## src/rtl/maze_pkg.sv

```systemverilog
// Shared maze types and sizes, used by the memory arbiter, the solver and the loader.
package maze_pkg;

    localparam int MAZE_ADDR_W = 8;
    localparam int MAZE_DATA_W = 1;

    typedef enum logic [1:0] {
        OWN_NONE = 2'd0,
        OWN_H    = 2'd1,
        OWN_S    = 2'd2
    } ownerT;

endpackage

```

## src/rtl/maze_rr_pick2.sv

```systemverilog
// Two-way round-robin picker; last=1 means the solver was granted most recently.
module maze_rr_pick2 (
    input  logic elig_h,
    input  logic elig_s,
    input  logic last,
    output logic pick_h,
    output logic pick_s
);

    assign pick_h = elig_h & (~elig_s | last);
    assign pick_s = elig_s & (~elig_h | ~last);

endmodule

```

## src/rtl/maze_mem_arbiter.sv

```systemverilog
// Shares the single-port maze memory between the host loader and the solver.
// state    | meaning
// OWN_NONE | no memory access this cycle
// OWN_H    | host command drives the memory, h_gnt high
// OWN_S    | solver command drives the memory, s_gnt high
module maze_mem_arbiter
    import maze_pkg::*;
#(
    parameter int ADDR_W  = MAZE_ADDR_W,
    parameter int DATA_W  = MAZE_DATA_W,
    parameter int STALL_W = 8
) (
    input  logic               clk,
    input  logic               rst,
    input  logic               h_req,
    input  logic               h_lock,
    input  logic               h_we,
    input  logic [ADDR_W-1:0]  h_addr,
    input  logic [DATA_W-1:0]  h_wdata,
    output logic               h_gnt,
    output logic               h_rvalid,
    output logic [DATA_W-1:0]  h_rdata,
    input  logic               s_req,
    input  logic               s_we,
    input  logic [ADDR_W-1:0]  s_addr,
    input  logic [DATA_W-1:0]  s_wdata,
    output logic               s_gnt,
    output logic               s_rvalid,
    output logic [DATA_W-1:0]  s_rdata,
    output logic               mem_en,
    output logic               mem_we,
    output logic [ADDR_W-1:0]  mem_addr,
    output logic [DATA_W-1:0]  mem_wdata,
    input  logic [DATA_W-1:0]  mem_rdata,
    output logic               locked,
    output logic [STALL_W-1:0] s_stall_cnt
);

    ownerT              state;
    logic               lastS;
    logic               lockedR;
    logic               hGnt;
    logic               sGnt;
    logic               hRv;
    logic               sRv;
    logic [STALL_W-1:0] stallCnt;

    logic lockCur;
    logic eligH;
    logic eligS;
    logic pickH;
    logic pickS;

    // A lock only survives a decision while the host keeps h_lock high.
    always_comb begin
        lockCur = lockedR & h_lock;
        eligH   = h_req & ~((state == OWN_H) & ~lockCur);
        eligS   = s_req & ~lockCur & (state != OWN_S);
    end

    maze_rr_pick2 u_pick (
        .elig_h (eligH),
        .elig_s (eligS),
        .last   (lastS),
        .pick_h (pickH),
        .pick_s (pickS)
    );

    always_comb begin
        mem_we    = 1'b0;
        mem_addr  = '0;
        mem_wdata = '0;
        if (hGnt) begin
            mem_we    = h_we;
            mem_addr  = h_addr;
            mem_wdata = h_wdata;
        end else if (sGnt) begin
            mem_we    = s_we;
            mem_addr  = s_addr;
            mem_wdata = s_wdata;
        end
    end

    always_ff @(posedge clk) begin
        if (rst) begin
            state    <= OWN_NONE;
            lastS    <= 1'b1;
            lockedR  <= 1'b0;
            hGnt     <= 1'b0;
            sGnt     <= 1'b0;
            hRv      <= 1'b0;
            sRv      <= 1'b0;
            stallCnt <= '0;
        end else begin
            hGnt    <= pickH;
            sGnt    <= pickS;
            state   <= pickH ? OWN_H : (pickS ? OWN_S : OWN_NONE);
            lockedR <= (pickH & h_lock) | lockCur;
            if (pickH | pickS)
                lastS <= pickS;
            hRv <= hGnt & ~mem_we;
            sRv <= sGnt & ~mem_we;
            if (s_req & ~sGnt & ~(&stallCnt))
                stallCnt <= stallCnt + {{(STALL_W-1){1'b0}}, 1'b1};
        end
    end

    assign h_gnt       = hGnt;
    assign s_gnt       = sGnt;
    assign mem_en      = hGnt | sGnt;
    assign h_rvalid    = hRv;
    assign s_rvalid    = sRv;
    assign h_rdata     = mem_rdata;
    assign s_rdata     = mem_rdata;
    assign locked      = lockedR;
    assign s_stall_cnt = stallCnt;

endmodule
```

## config.mk

```make
export PLATFORM = sky130hd
export DESIGN_NAME = maze_mem_arbiter
export DESIGN_NICKNAME = d
export VERILOG_FILES = /design/src/rtl/maze_pkg.sv /design/src/rtl/maze_rr_pick2.sv /design/src/rtl/maze_mem_arbiter.sv
export SDC_FILE = /design/constraint.sdc
export NUM_CORES = 1
export LEC_CHECK = 0
export CAP_MARGIN = 20
export CORE_MARGIN = 3
export CORE_UTILIZATION = 29
export CTS_CLUSTER_DIAMETER = 120
export CTS_CLUSTER_SIZE = 8
export DETAILED_ROUTE_END_ITERATION = 8
export DONT_BUFFER_PORTS = 1
export GPL_TIMING_DRIVEN = 0
export MAX_ROUTING_LAYER = met4
export PLACE_DENSITY = 0.46
export SYNTH_ARGS = -nofsm -noshare
export SYNTH_HDL_FRONTEND = slang
export SYNTH_SLANG_ARGS = --single-unit
export TNS_END_PERCENT = 30
```

## constraint.sdc

```tcl
create_clock -name clk -period 1.65 [get_ports clk]
set_input_delay 0.33 -clock clk [delete_from_list [all_inputs] [get_ports clk]]
set_output_delay 0.33 -clock clk [all_outputs]
set_load 0.02 [all_outputs]
```

# ---- Yosys cells after proc, flatten, opt, wreduce, memory -nomap -nowiden
# Cells that the tools add are included.
dict set report word_totals {
  word_cells 47
  output_inout_bits 26
  in_bits 26
  ff_bits 16
}
dict set report classes {
  muxes 8
  addsub 1
  n_bitwise 25
  n_eq_ne 2
  reduce_logical 2
}
# operator count
set ops {}
lappend ops {{8-bit 2-to-1 mux} 2}
lappend ops {{1-bit bitwise AND} 12}
lappend ops {{8-bit by 1-bit adder with 8-bit output, second input constant} 1}
lappend ops {{1-bit NOT} 8}
lappend ops {{8-bit AND reduction} 1}
lappend ops {{1-bit 2-to-1 mux} 5}
lappend ops {{1-bit bitwise OR} 5}
lappend ops {{2-bit by 1-bit == test with 1-bit output, second input constant} 1}
lappend ops {{2-bit 2-to-1 mux} 1}
lappend ops {{2-bit != test, second input constant} 1}
lappend ops {{2-bit OR reduction} 1}

# ---- Longest topological paths before layout
dict set report depth {
  depth_word 10
  depth_mapped 5
  depth_no_buf 5
}

# ---- Cells and area by module
# A second synthesis with hierarchy kept.
dict set report unflattened {
  cells_unflattened 90
  area_unflattened_um2 815.8
}
# mod cells_each area_per_inst_um2 n_inst seq_area_each_um2
set by_module_without_submodules {}
lappend by_module_without_submodules {maze_mem_arbiter 87 797.0 1 300.3}
lappend by_module_without_submodules {maze_rr_pick2 3 18.8 1 0.0}

# ---- Worst setup path before layout
# No wires, ideal clock.
dict set report synth_path {
  kind {reg2reg}
  from {register stallCnt[0] (netlist: s_stall_cnt[0])}
  to {register stallCnt[7] (netlist: s_stall_cnt[7])}
  path_slack_ns 0.099
  path_buffers 0
  arrival_time_ns 1.480
  t_required_ns 1.579
  path_stages_with_launch 6
  setup_time_ns 0.071
  cell_sequence {dfxtp_1 -> ha_1 -> nand3_1 -> o21bai_4 -> or4_1 -> a21oi_1}
}
dict set report synth_via {
  elab_chain_cells 3
  word_cells_on_any_way 4
  cone_classes {add/sub: 1; bitwise: 2; reduce/logical: 1}
}
# element line_no
set synth_lines {}
lappend synth_lines {{start: declaration} maze_mem_arbiter.sv:46} ;# logic [STALL_W-1:0] stallCnt;
lappend synth_lines {{start signal: assignment} maze_mem_arbiter.sv:104} ;# stallCnt <= stallCnt + {{(STALL_W-1){1'b0}}, 1'b1};
lappend synth_lines {{branches (longest 3 deep; another with 8-bit by 1-bit adder with 8-bit output)} --}
# Parallel ways; which one is timed is not known.
# A chain may end at the register's enable or synchronous reset.

# ---- Worst setup path after layout
# Ends and elaborated chain as after synthesis.

==> results.cfg <==
[timing]
drv_slew = 0
skew_ns = 0.00457
max_freq_mhz = 630
relSlewSlack_pct = 70.2
post-route-min-period_ns = 1.59
setup_viol = 0
rsz0062_at_grt = yes
post-route-period-util_pct = 96.2
hold_viol_final = 0
hold_ws_ns = 0.106
worst_pin_slew_ns = 0.447

[setup_path]
cp-start-kind = flip-flop
reg2reg_to = s_stall_cnt[7]
crit_type = reg -> reg
worstPathRequired_ns = 1.86
r2r_cells = 5
cp-end-kind = flip-flop
reg2reg_from = s_stall_cnt[0]
arrival_ns = 1.80
crit_fanout = 10
ff2ff_setup_slack_ns = 0.06

[synth]
yosysTopAreaCell = dfxtp_1
synth-seq-area-share_pct = 39.1
syn_area_per_cell_sq_um = 9.26
netlist_area_sq_um = 768
synth_edf_count = 0
netlist.area_leader.share_pct = 39.1
synth-seq-cells = 15
yosys_warnings = 0
synth_top_flop_cell = dfxtp_1
ys_types = 33
synthesis.nets = 110
syn_inst = 83
synthTopCellsByArea = dfxtp_1 39%, a22o_1 10%, o31ai_1 2.9%, or4_1 2.9%, a21oi_1 2.6%
async_flop_share_pct = 0

[place]
port_buffers = 0
place_hpwl_um = 1400
gp_congestion = 0.701
place_area_sq_um = 806
dp_cells = 113

[finish]
final_cells = 117
diodes = 0
postLayoutCoreUtil_pct = 35.6
n_fill_cell = 260
final_area_sq_um = 891
area_delta_synth_final_pct = 16.0
drive_gt1_share_pct = 34.5
nets = 115

[routing]
totalWireLength_um = 1860
drt-vias-per-instance = 5.39
drt_iter0_drc = 17
wl_per_cell_um = 15.9
vias = 631
postRouteAntennaNets = 0
dr.pass1.iters = 4
drc = 0

[power_and_ir_drop]
peakVddDrop_mv = 0.475
power.leakage_nw = 0.337
power.total_w = 0.000754
p_per_area_mw_per_mm2 = 847

[global_route]
antenna_found_initial = 0
grt_pass1_wl_um = 2790
grt_pass1_vias = 555
grt_max_degree = 11
grt.total_usage_pct = 11.1
grt-ovfl-total = 0

[cts]
htreeDepth = 1
cts_made_buffers = 3
clk_pin_slew_worst_paths_ns = 0.09
clock_latency_ns = 0.28
cts_tree = built
cts-root-buf = clkbuf_4
clock_sinks = 15
cts_hold_buf = 0
cts_buffer_depth = 2
postCtsSetupBuffers = 0

[flow_run]
drv_cap = 0

[worst_hold_path]
worstHoldPathCells = 1
min_from = h_we
hold_class = in -> reg
min_to = h_rvalid

[floorplan]
core_sq_mm = 0.00250
die_y_um = 57.5
placementRows = 18
die_w_um = 57.5
start_util_pct = 30.7
die_area_sq_mm = 0.00330
pin_count = 52

[run_status]
outcome = complete, no violations
placed cells by master (no fill, tap or decap), types with 2 or more instances in the layout:
| cell type | instances |
|---|---|
| a21oi_1 | 4 |
| a22o_2 | 6 |
| nand3_1 | 2 |
| xor2_1 | 2 |
| dfxtp_2 | 2 |
| a211oi_1 | 2 |
| a22o_4 | 3 |
| nand2_1 | 4 |
| inv_1 | 3 |
| nor3_1 | 2 |
| dfxtp_1 | 11 |
| or4_1 | 3 |
| nor2_1 | 5 |
| clkbuf_4 | 3 |
| o21a_1 | 2 |
| o21ai_0 | 3 |
| dfxtp_4 | 2 |
| o31ai_1 | 3 |
| buf_4 | 3 |
cells by family (layout without fill, tap and decap cells):
logic type      count (synthesis)  after routing  synth area share [%]
flops                          15             15                  39.1
compound gates                 30             30                  30.1
buf+inv                         8             12                  4.89
simple gates                   26             26                  20.7
mux                             1              1                  1.30
fa+ha+maj                       1              1                  1.63
xor+xnor                        2              2                  2.28
worst max-delay path, stage by stage, from the launching register on:
cell	delay, ns
dfxtp_2	0.38
ha_1	0.26
nand3_2	0.12
o21bai_4	0.12
or4_1	0.49
a21oi_1	0.15
where the power goes:
group	total (W)	internal [W]	switching, W	leakage [nW]
clock	0.000210	0.0000899	0.000120	0.0177
sequential	0.000412	0.000379	0.0000333	0.124
combinational	0.000132	0.0000559	0.0000765	0.195
total	0.000754	0.000525	0.000230	0.337
worst max path at each step:
| stage | startpoint | to | slack [ns] | cells after the start |
|---|---|---|---|---|
| after floorplan | s_stall_cnt[0] | s_stall_cnt[7] | 0.1 | 5 |
| after global placement | s_gnt | mem_we | -0.02 | 3 |
| after detailed placement | s_gnt | mem_we | -0.06 | 3 |
| after CTS | s_gnt | mem_addr[3] | -0.03 | 3 |
| after global routing | s_gnt | mem_addr[1] | -0.01 | 3 |
| final | s_stall_cnt[0] | s_stall_cnt[7] | 0.06 | 5 |
sequential cells by signal, summed over array words and instances (netlist names):
signal,cells
s_stall_cnt,8
state,2
h_rvalid,1
lastS,1
locked,1
s_gnt,1
s_rvalid,1
through the flow:
step	worst slack (ns)	setup TNS [ns]
final	0.0623	0
after CTS	-0.0335	-0.161
after global routing	-0.0148	-0.0800
after detailed placement	-0.0621	-0.296
after floorplan	0.0993	0
after global placement	-0.0240	-0.0307
final cells by class:
| type | instances | area (sq um) | share of cell area [%] |
|---|---|---|---|
| Multi-Input combinational cell | 60 | 473 | 53.1 |
| Sequential cell | 15 | 310 | 34.8 |
| Tap cell | 30 | 37.5 | 4.21 |
| Buffer | 5 | 31.3 | 3.51 |
| Clock buffer | 3 | 22.5 | 2.53 |
| Inverter | 3 | 11.3 | 1.26 |
| Clock inverter | 1 | 5.00 | 0.562 |
per-layer routing:
metal | track usage, % | up-vias | wire (um)
met3 | 5.20 | 2 | 121
li1 | - | 319 | -
met5 | - | - | 0
met1 | 13.3 | 294 | 769
met4 | 2.98 | 0 | 10
met2 | 16.8 | 16 | 954
synthesized netlist by cell type, drive strengths merged, types with 2 or more instances:
| cell | instances |
|---|---|
| o21a | 2 |
| a22o | 9 |
| or4 | 3 |
| o31ai | 3 |
| dfxtp | 15 |
| clkbuf | 3 |
| nor2 | 5 |
| nor3 | 2 |
| buf | 2 |
| a211oi | 2 |
| o21ai | 4 |
| nand2 | 4 |
| nand3 | 3 |
| inv | 3 |
| nand2b | 2 |
| a21oi | 4 |
| xor2 | 2 |
| o21bai | 2 |
what timing repair did:
item / 4_1_cts / 5_1_grt
resized for setup: 13 / 12
endpoints found under the hold margin: 0 / 0
setup endpoints to repair: 13 / 11
(Power assumes the default switching activity.)
